<file path="src/rtl/dds_sweep_ctrl.sv">
// Linear frequency-sweep sequencer for a DDS datapath.
// Steps a start phase increment by a signed step n_steps times, holding each
// frequency for max(dwell,1) cycles; single-shot or continuous operation.
// Every output is a register; the combinational process computes the value
// each output takes in the state being entered.
module dds_sweep_ctrl #(
    parameter int M  = 24,
    parameter int NW = 16,
    parameter int DW = 16
) (
    input  logic          clk,
    input  logic          ic_rst,
    input  logic          ic_start,
    input  logic          ic_stop,
    input  logic          ic_continuous,
    input  logic [M-1:0]  id_f_start,
    input  logic [M-1:0]  id_f_step,
    input  logic [NW-1:0] id_n_steps,
    input  logic [DW-1:0] id_dwell,
    output logic [M-1:0]  od_p_ac,
    output logic          oc_en_ac,
    output logic          oc_rst_ac,
    output logic          oc_val_data,
    output logic          oc_busy,
    output logic          oc_done,
    output logic [NW-1:0] od_step_idx
);

    typedef enum logic [1:0] {IDLE, LOAD, SWEEP, DONE} state_t;

    state_t        state_reg, state_next;

    // Sweep configuration captured when a sweep is accepted
    logic [M-1:0]  f_start_reg, f_start_next;
    logic [M-1:0]  f_step_reg, f_step_next;
    logic [NW-1:0] n_steps_reg, n_steps_next;
    logic [DW-1:0] dwell_reg, dwell_next;
    logic          cont_reg, cont_next;

    // Running sweep position
    logic [DW-1:0] dwell_cnt_reg, dwell_cnt_next;
    logic [NW-1:0] step_idx_reg, step_idx_next;

    // Output registers
    logic [M-1:0]  p_ac_reg, p_ac_next;
    logic          en_reg, en_next;
    logic          rst_ac_reg, rst_ac_next;
    logic          busy_reg, busy_next;
    logic          done_reg, done_next;

    logic          last_dwell;

    // dwell_reg is never 0 once latched, so dwell-1 cannot underflow in SWEEP
    assign last_dwell = (dwell_cnt_reg == dwell_reg - DW'(1));

    // Next-state and next-output decode
    always_comb begin
        state_next     = state_reg;
        f_start_next   = f_start_reg;
        f_step_next    = f_step_reg;
        n_steps_next   = n_steps_reg;
        dwell_next     = dwell_reg;
        cont_next      = cont_reg;
        dwell_cnt_next = dwell_cnt_reg;
        step_idx_next  = step_idx_reg;
        p_ac_next      = p_ac_reg;
        en_next        = 1'b0;
        rst_ac_next    = 1'b0;
        busy_next      = 1'b0;
        done_next      = 1'b0;

        case (state_reg)
            IDLE: begin
                // Simultaneous start and stop is treated as no request
                if (ic_start && !ic_stop) begin
                    state_next    = LOAD;
                    f_start_next  = id_f_start;
                    f_step_next   = id_f_step;
                    n_steps_next  = id_n_steps;
                    dwell_next    = (id_dwell == '0) ? DW'(1) : id_dwell;
                    cont_next     = ic_continuous;
                    p_ac_next     = id_f_start;
                    step_idx_next = '0;
                    rst_ac_next   = 1'b1;
                    busy_next     = 1'b1;
                end
            end

            LOAD: begin
                if (ic_stop) begin
                    state_next = IDLE;
                end else begin
                    state_next     = SWEEP;
                    dwell_cnt_next = '0;
                    en_next        = 1'b1;
                    busy_next      = 1'b1;
                end
            end

            SWEEP: begin
                if (ic_stop) begin
                    state_next = IDLE;
                end else begin
                    en_next   = 1'b1;
                    busy_next = 1'b1;
                    if (!last_dwell) begin
                        dwell_cnt_next = dwell_cnt_reg + DW'(1);
                    end else begin
                        dwell_cnt_next = '0;
                        if (step_idx_reg < n_steps_reg) begin
                            p_ac_next     = p_ac_reg + f_step_reg;
                            step_idx_next = step_idx_reg + NW'(1);
                        end else if (cont_reg) begin
                            // Restart without resetting the accumulator: phase stays continuous
                            p_ac_next     = f_start_reg;
                            step_idx_next = '0;
                        end else begin
                            state_next = DONE;
                            en_next    = 1'b0;
                            busy_next  = 1'b0;
                            done_next  = 1'b1;
                        end
                    end
                end
            end

            DONE: begin
                state_next = IDLE;
            end

            default: begin
                state_next = IDLE;
            end
        endcase
    end

    // State register
    always_ff @(posedge clk) begin
        if (ic_rst) begin
            state_reg <= IDLE;
        end else begin
            state_reg <= state_next;
        end
    end

    // Configuration, sweep position and output registers
    always_ff @(posedge clk) begin
        if (ic_rst) begin
            f_start_reg   <= '0;
            f_step_reg    <= '0;
            n_steps_reg   <= '0;
            dwell_reg     <= DW'(1);
            cont_reg      <= 1'b0;
            dwell_cnt_reg <= '0;
            step_idx_reg  <= '0;
            p_ac_reg      <= '0;
            en_reg        <= 1'b0;
            rst_ac_reg    <= 1'b0;
            busy_reg      <= 1'b0;
            done_reg      <= 1'b0;
        end else begin
            f_start_reg   <= f_start_next;
            f_step_reg    <= f_step_next;
            n_steps_reg   <= n_steps_next;
            dwell_reg     <= dwell_next;
            cont_reg      <= cont_next;
            dwell_cnt_reg <= dwell_cnt_next;
            step_idx_reg  <= step_idx_next;
            p_ac_reg      <= p_ac_next;
            en_reg        <= en_next;
            rst_ac_reg    <= rst_ac_next;
            busy_reg      <= busy_next;
            done_reg      <= done_next;
        end
    end

    assign od_p_ac     = p_ac_reg;
    assign oc_en_ac    = en_reg;
    assign oc_val_data = en_reg;
    assign oc_rst_ac   = rst_ac_reg;
    assign oc_busy     = busy_reg;
    assign oc_done     = done_reg;
    assign od_step_idx = step_idx_reg;

endmodule

</file>
<file path="config.mk">
export PLATFORM = sky130hd
export DESIGN_NAME = dds_sweep_ctrl
export DESIGN_NICKNAME = d
export VERILOG_FILES = /design/src/rtl/dds_sweep_ctrl.sv
export SDC_FILE = /design/constraint.sdc
export NUM_CORES = 1
export LEC_CHECK = 0
export ABC_AREA = 0
export CAP_MARGIN = 20
export CORE_MARGIN = 3
export CORE_UTILIZATION = 45
export CTS_CLUSTER_DIAMETER = 120
export DETAILED_ROUTE_END_ITERATION = 6
export GPL_ROUTABILITY_DRIVEN = 0
export GPL_TIMING_DRIVEN = 0
export PLACE_DENSITY_LB_ADDON = 0.12
export SKIP_CTS_REPAIR_TIMING = 1
export SYNTH_ARGS = -nofsm -noshare
export SYNTH_HDL_FRONTEND = slang
export SYNTH_SLANG_ARGS = --single-unit
</file>
<file path="constraint.sdc">
create_clock -name clk -period 2.9 [get_ports clk]
set_input_delay 0.58 -clock clk [delete_from_list [all_inputs] [get_ports clk]]
set_output_delay 0.58 -clock clk [all_outputs]
set_load 0.1 [all_outputs]
</file>
======== Word level (Yosys, flattened, before mapping) ========
Cells that the tools add are included.
Widths: inputs -> output; s select.
storage, ports and cells
  register bits after elaboration ......... 143
  input bits .............................. 85
  word-level logic and storage cells ...... 78
  output and inout bits ................... 45
operators by class
  reductions and logical operators ........ 12
  add/sub/neg operators ................... 4
  eq/ne operators ......................... 12
  magnitude comparators ................... 1
  bitwise operators ....................... 3
  muxes and demuxes ....................... 33
operator list
  operator               count
  $mux 16                9
  $mux 24                5
  $pmux 16 s2            2
  $pmux 24 s2            1
  $add 16x1->16 const B  2
  $add 24x24->24         1
  $eq 16x16->1           1
  $logic_not 16->1       1
  $lt 16x16->1           1
  $sub 16x1->16 const B  1
  $mux 2                 6
  $ne 3x3->1 const B     4
  $ne 2x2->1 const B     4
  $pmux 2 s4             1
  $mux 1                 7
  $reduce_and 5->1       1
  $reduce_or 5->1        1
  $eq 2x2->1 const B     2
  $reduce_and 4->1       1
  $reduce_bool 2->1      2
  $not 1->1              3
  $pmux 1 s3             1
  $reduce_and 3->1       1
  $eq 2x1->1 const B     1
  other kinds (6)        6

======== Longest topological paths before layout ========
  depth in word-level cells ............... 5
  depth in mapped cells ................... 14
  mapped depth without buffers ............ 12

======== Least setup slack after synthesis ========
Ideal clock, no wire load.
  path type ............................... reg2reg
  start ................................... register step_idx_reg[1] (netlist: od_step_idx[1])
  end ..................................... register step_idx_reg[11] (netlist: od_step_idx[11])
  stages on the path, launching flop included .. 11
  setup time .............................. 0.071 ns
  data required time ...................... 2.829 ns
  arrival ................................. 3.257 ns
  setup slack ............................. -0.427 ns
  period minus slack after synthesis ...... 3.327 ns
  path buffers ............................ 2
  cell sequence ........................... dfxtp_1 -> ha_1 -> a2111o_1 -> a31oi_1 -> o41ai_1 -> or2_2 -> clkbuf_1 -> nor2_1 -> clkbuf_1 -> nand4b_1 -> a21oi_1
between the ends
  longest elaborated chain between the ends .. 5
  elaborated cells on any way between the ends .. 8
  classes of those cells .................. 1 x add/sub; 1 x order compare; 1 x eq/ne; 4 x mux; 1 x reduce/logical
RTL lines
  element                                        line      RTL
  start: declaration                             42        logic [NW-1:0] step_idx_reg, step_idx_next;
  start signal: assignment                       168       step_idx_reg <= step_idx_next;
  $add 16x1->16 or $lt 16x16->1 (tied branches)  112, 110
  $mux 16                                        110       if (step_idx_reg < n_steps_reg) begin
  $mux 16                                        106       if (!last_dwell) begin
  $mux 16                                        101       if (ic_stop) begin
  $pmux 16 s2                                    72        case (state_reg)
Parallel ways exist; a longest one is shown, timed or not. The select of a mux whose other input is x is not followed.
A chain may end at the register's enable or synchronous reset.

======== Final worst setup path ========
  start ................................... register dwell_reg[0]
  end ..................................... register step_idx_reg[15] (netlist: od_step_idx[15])
between the ends
  longest elaborated chain between the ends .. 4
RTL lines
  element                     line  RTL
  start: declaration          37    logic [DW-1:0] dwell_reg, dwell_next;
  start signal: assignment    165   dwell_reg <= dwell_next;
  $sub 16x1->16               54    assign last_dwell = (dwell_cnt_reg == dwell_reg - DW'(1));
  $eq 16x16->1                54
  $ne 2x2->1 (no line)        -
  $reduce_and 5->1 (no line)  -
Every way passes these cells.

==> flow_metrics.env <==
export IMPL_grt_pass1_vias=7584
export IMPL_end_kind="flip-flop"
export IMPL_synth_avg_cell_area_um2=7.558
export IMPL_port_buffers=128
export IMPL_fin_nets=1356
export IMPL_synth_area_um2=8056
export IMPL_slew_viol_final=0
export IMPL_fill_cells=1591
export IMPL_die_area_um2=19550
export IMPL_drt_initial_drc_count=587
export IMPL_core_um2=17420
export IMPL_grt_pass1_wl_mm=38.79
export IMPL_grt_max_degree=17
export IMPL_max_freq_mhz=311.6
export IMPL_p_leak_uw=0.004081
export IMPL_violations="negative setup slack"
export IMPL_hold_viol=0
export IMPL_cts_buffers=17
export IMPL_critPathMaxFanout=7
export IMPL_total_power_uw=5993
export IMPL_n_antenna_cell=0
export IMPL_holdWs_ns=0.4510
export IMPL_yosysTopAreaCell="dfxtp_1"
export IMPL_synth_top_cell_area_share_pct=35.53
export IMPL_synth_edff_count=0
export IMPL_via_count=8226
export IMPL_antenna_left=0
export IMPL_grt_usage_pct=24.31
export IMPL_dieHeight_um=139.8
export IMPL_p_per_area_nw_per_um2=559.8
export IMPL_fin_cells=1462
export IMPL_relSlewSlack_pct=29.89
export IMPL_ys_types=63
export IMPL_num_rows=48
export IMPL_rsz0062_at_grt="true"
export IMPL_cts_buffer_depth=2
export IMPL_dpl_hpwl_mm=17.86
export IMPL_yosys_warnings=0
export IMPL_synth_area_leaders="dfxtp_1 36%, nand2_1 11%, a21oi_1 9.3%, ha_1 7.1%, o21ai_0 3.7%"
export IMPL_path_clk_slew_ns=0.06
export IMPL_status="finished with violations"
export IMPL_synthArstFlopShare_pct=0
export IMPL_initial_core_util_pct=46.26
export IMPL_place_inst=1419
export IMPL_htreeDepth=4
export IMPL_maxCapViolCount=0
export IMPL_clkSinkCount=143
export IMPL_cp_start_kind="flip-flop"
export IMPL_arrival_ns=3.56
export IMPL_period_share_pct=110.6
export IMPL_wl_mm=24.94
export IMPL_ir_drop_uv=512.2
export IMPL_area_growth_syn_to_layout_pct=32.89
export IMPL_period_needed_ns=3.209
export IMPL_synth_cells=1066
export IMPL_grt_ovfl_total=0
export IMPL_drive_gt1_share_pct=10.67
export IMPL_die_x_um=139.8
export IMPL_clock_latency_ns=0.43
export IMPL_io_pins=130
export IMPL_vias_per_cell=5.627
export IMPL_fin_skew_ns=0.006113
export IMPL_crit_type="flip-flop to flip-flop"
export IMPL_setup_viol=55
export IMPL_synth_top_flop_cell="dfxtp_1"
export IMPL_avgRoutedWirePerCell_um=17.06
export IMPL_min_delay_path_class="flip-flop to flip-flop"
export IMPL_yosysSeqAreaShare_pct=35.53
export IMPL_dpl_worst_slack_ns=-0.6387
export IMPL_synth_seq_cells=143
export IMPL_syn_num_nets=1198
export IMPL_worst_pin_slew_ns=1.048
export IMPL_drt_first_pass_iters=6
export IMPL_tns_ns=-10.40
export IMPL_antenna_found_initial=0
export IMPL_setup_ws_ns=-0.3088
export IMPL_cts_root_buf="clkbuf_16"
export IMPL_required_ns=3.25
export IMPL_cts_tree="done"
export IMPL_route_detailed_drc=0
[logic make-up after synthesis]
kind of cell	synth area share, %
adder cells (fa/ha/maj)	7.392
buffers and inverters	4.659
multiplexers	1.258
AND/OR/NAND/NOR	23.99
flip-flops	35.53
XOR/XNOR	4.566
AO/OA/AOI/OAI	22.60
[power by group]
group          total, uW  switching, uW  internal (uW)
Combinational       1320            830            492
Sequential          2150           84.4           2060
Clock               2520            855           1670
Total               5990           1770           4220
[worst paths after layout]
kind,cells after the start,start,endpoint,slack [ns]
setup / recovery,10,dwell_reg[0],od_step_idx[15],-0.31
hold / removal,2,f_start_reg[20],f_start_reg[20],0.45
setup reg to reg,10,dwell_reg[0],od_step_idx[15],-0.31
hold reg to reg,2,f_start_reg[20],f_start_reg[20],0.45
[Yosys cell counts, types with 5 or more instances]
master / n
nand2_1: 236
a21oi_1: 150
dfxtp_1: 143
o21ai_0: 60
nor2_1: 58
clkbuf_1: 55
ha_1: 46
inv_1: 34
and3_1: 27
o211ai_1: 25
xnor2_1: 25
nand3_1: 19
xor2_1: 17
nand4b_1: 14
a211oi_1: 13
a21o_1: 10
nand2b_1: 10
nor3_1: 10
mux2i_1: 9
a31oi_1: 8
o21a_1: 7
buf_2: 6
nor2b_1: 6
nor4_1: 6
or4_1: 6
a211o_1: 5
nand4_1: 5
[metrics by stage]
step | instance area, um2 | utilization [%]
floorplan | 8128 | -
global placement | 9691 | 55.64
detailed placement | 9691 | 55.64
CTS | 10370 | 59.56
global route | 10710 | 61.47
finish | 10710 | 61.47
[per-layer routing]
layer  vias up  routed length, um  GRT usage [%]
li1       4060                  -              -
met1      3863              11420          32.26
met2       262              11790          40.04
met3        41               1217          3.849
met4         0                512          8.873
met5         -                  0              0
[cells in the final DEF, fill, tap and decap left out, drive strengths merged, types with 23 or more instances in the layout]
master | Yosys | layout
clkdlybuf4s50 | 0 | 128
buf | 8 | 23
a21oi | 150 | 150
ha | 46 | 46
o21ai | 60 | 60
clkbuf | 55 | 74
nor2 | 58 | 58
and3 | 27 | 27
dfxtp | 143 | 143
inv | 34 | 35
nand2 | 236 | 236
o211ai | 25 | 25
xnor2 | 25 | 25
[critical path, cell delays in order, from the launching register on]
cell	delay [ns]
dfxtp_4	0.35
or4_4	0.59
or4b_4	0.50
a211oi_2	0.22
a211o_2	0.15
o2111a_1	0.23
o211ai_1	0.15
a21o_1	0.27
buf_6	0.13
or4_1	0.39
a21oi_1	0.13
[final cells by class]
type                    instances  area [um2]  share of cell area (%)
well taps                     225       281.5                   2.629
clock inverters                 9       173.9                   1.624
plain buffers                  59       300.3                   2.805
clock buffers                  23       509.2                   4.756
inverters                      34       127.6                   1.192
repair buffers                143        1444                   13.49
multi-input cells             826        4956                   46.29
flip-flops and latches        143        2914                   27.22
Power figures use the tool's default switching activity.
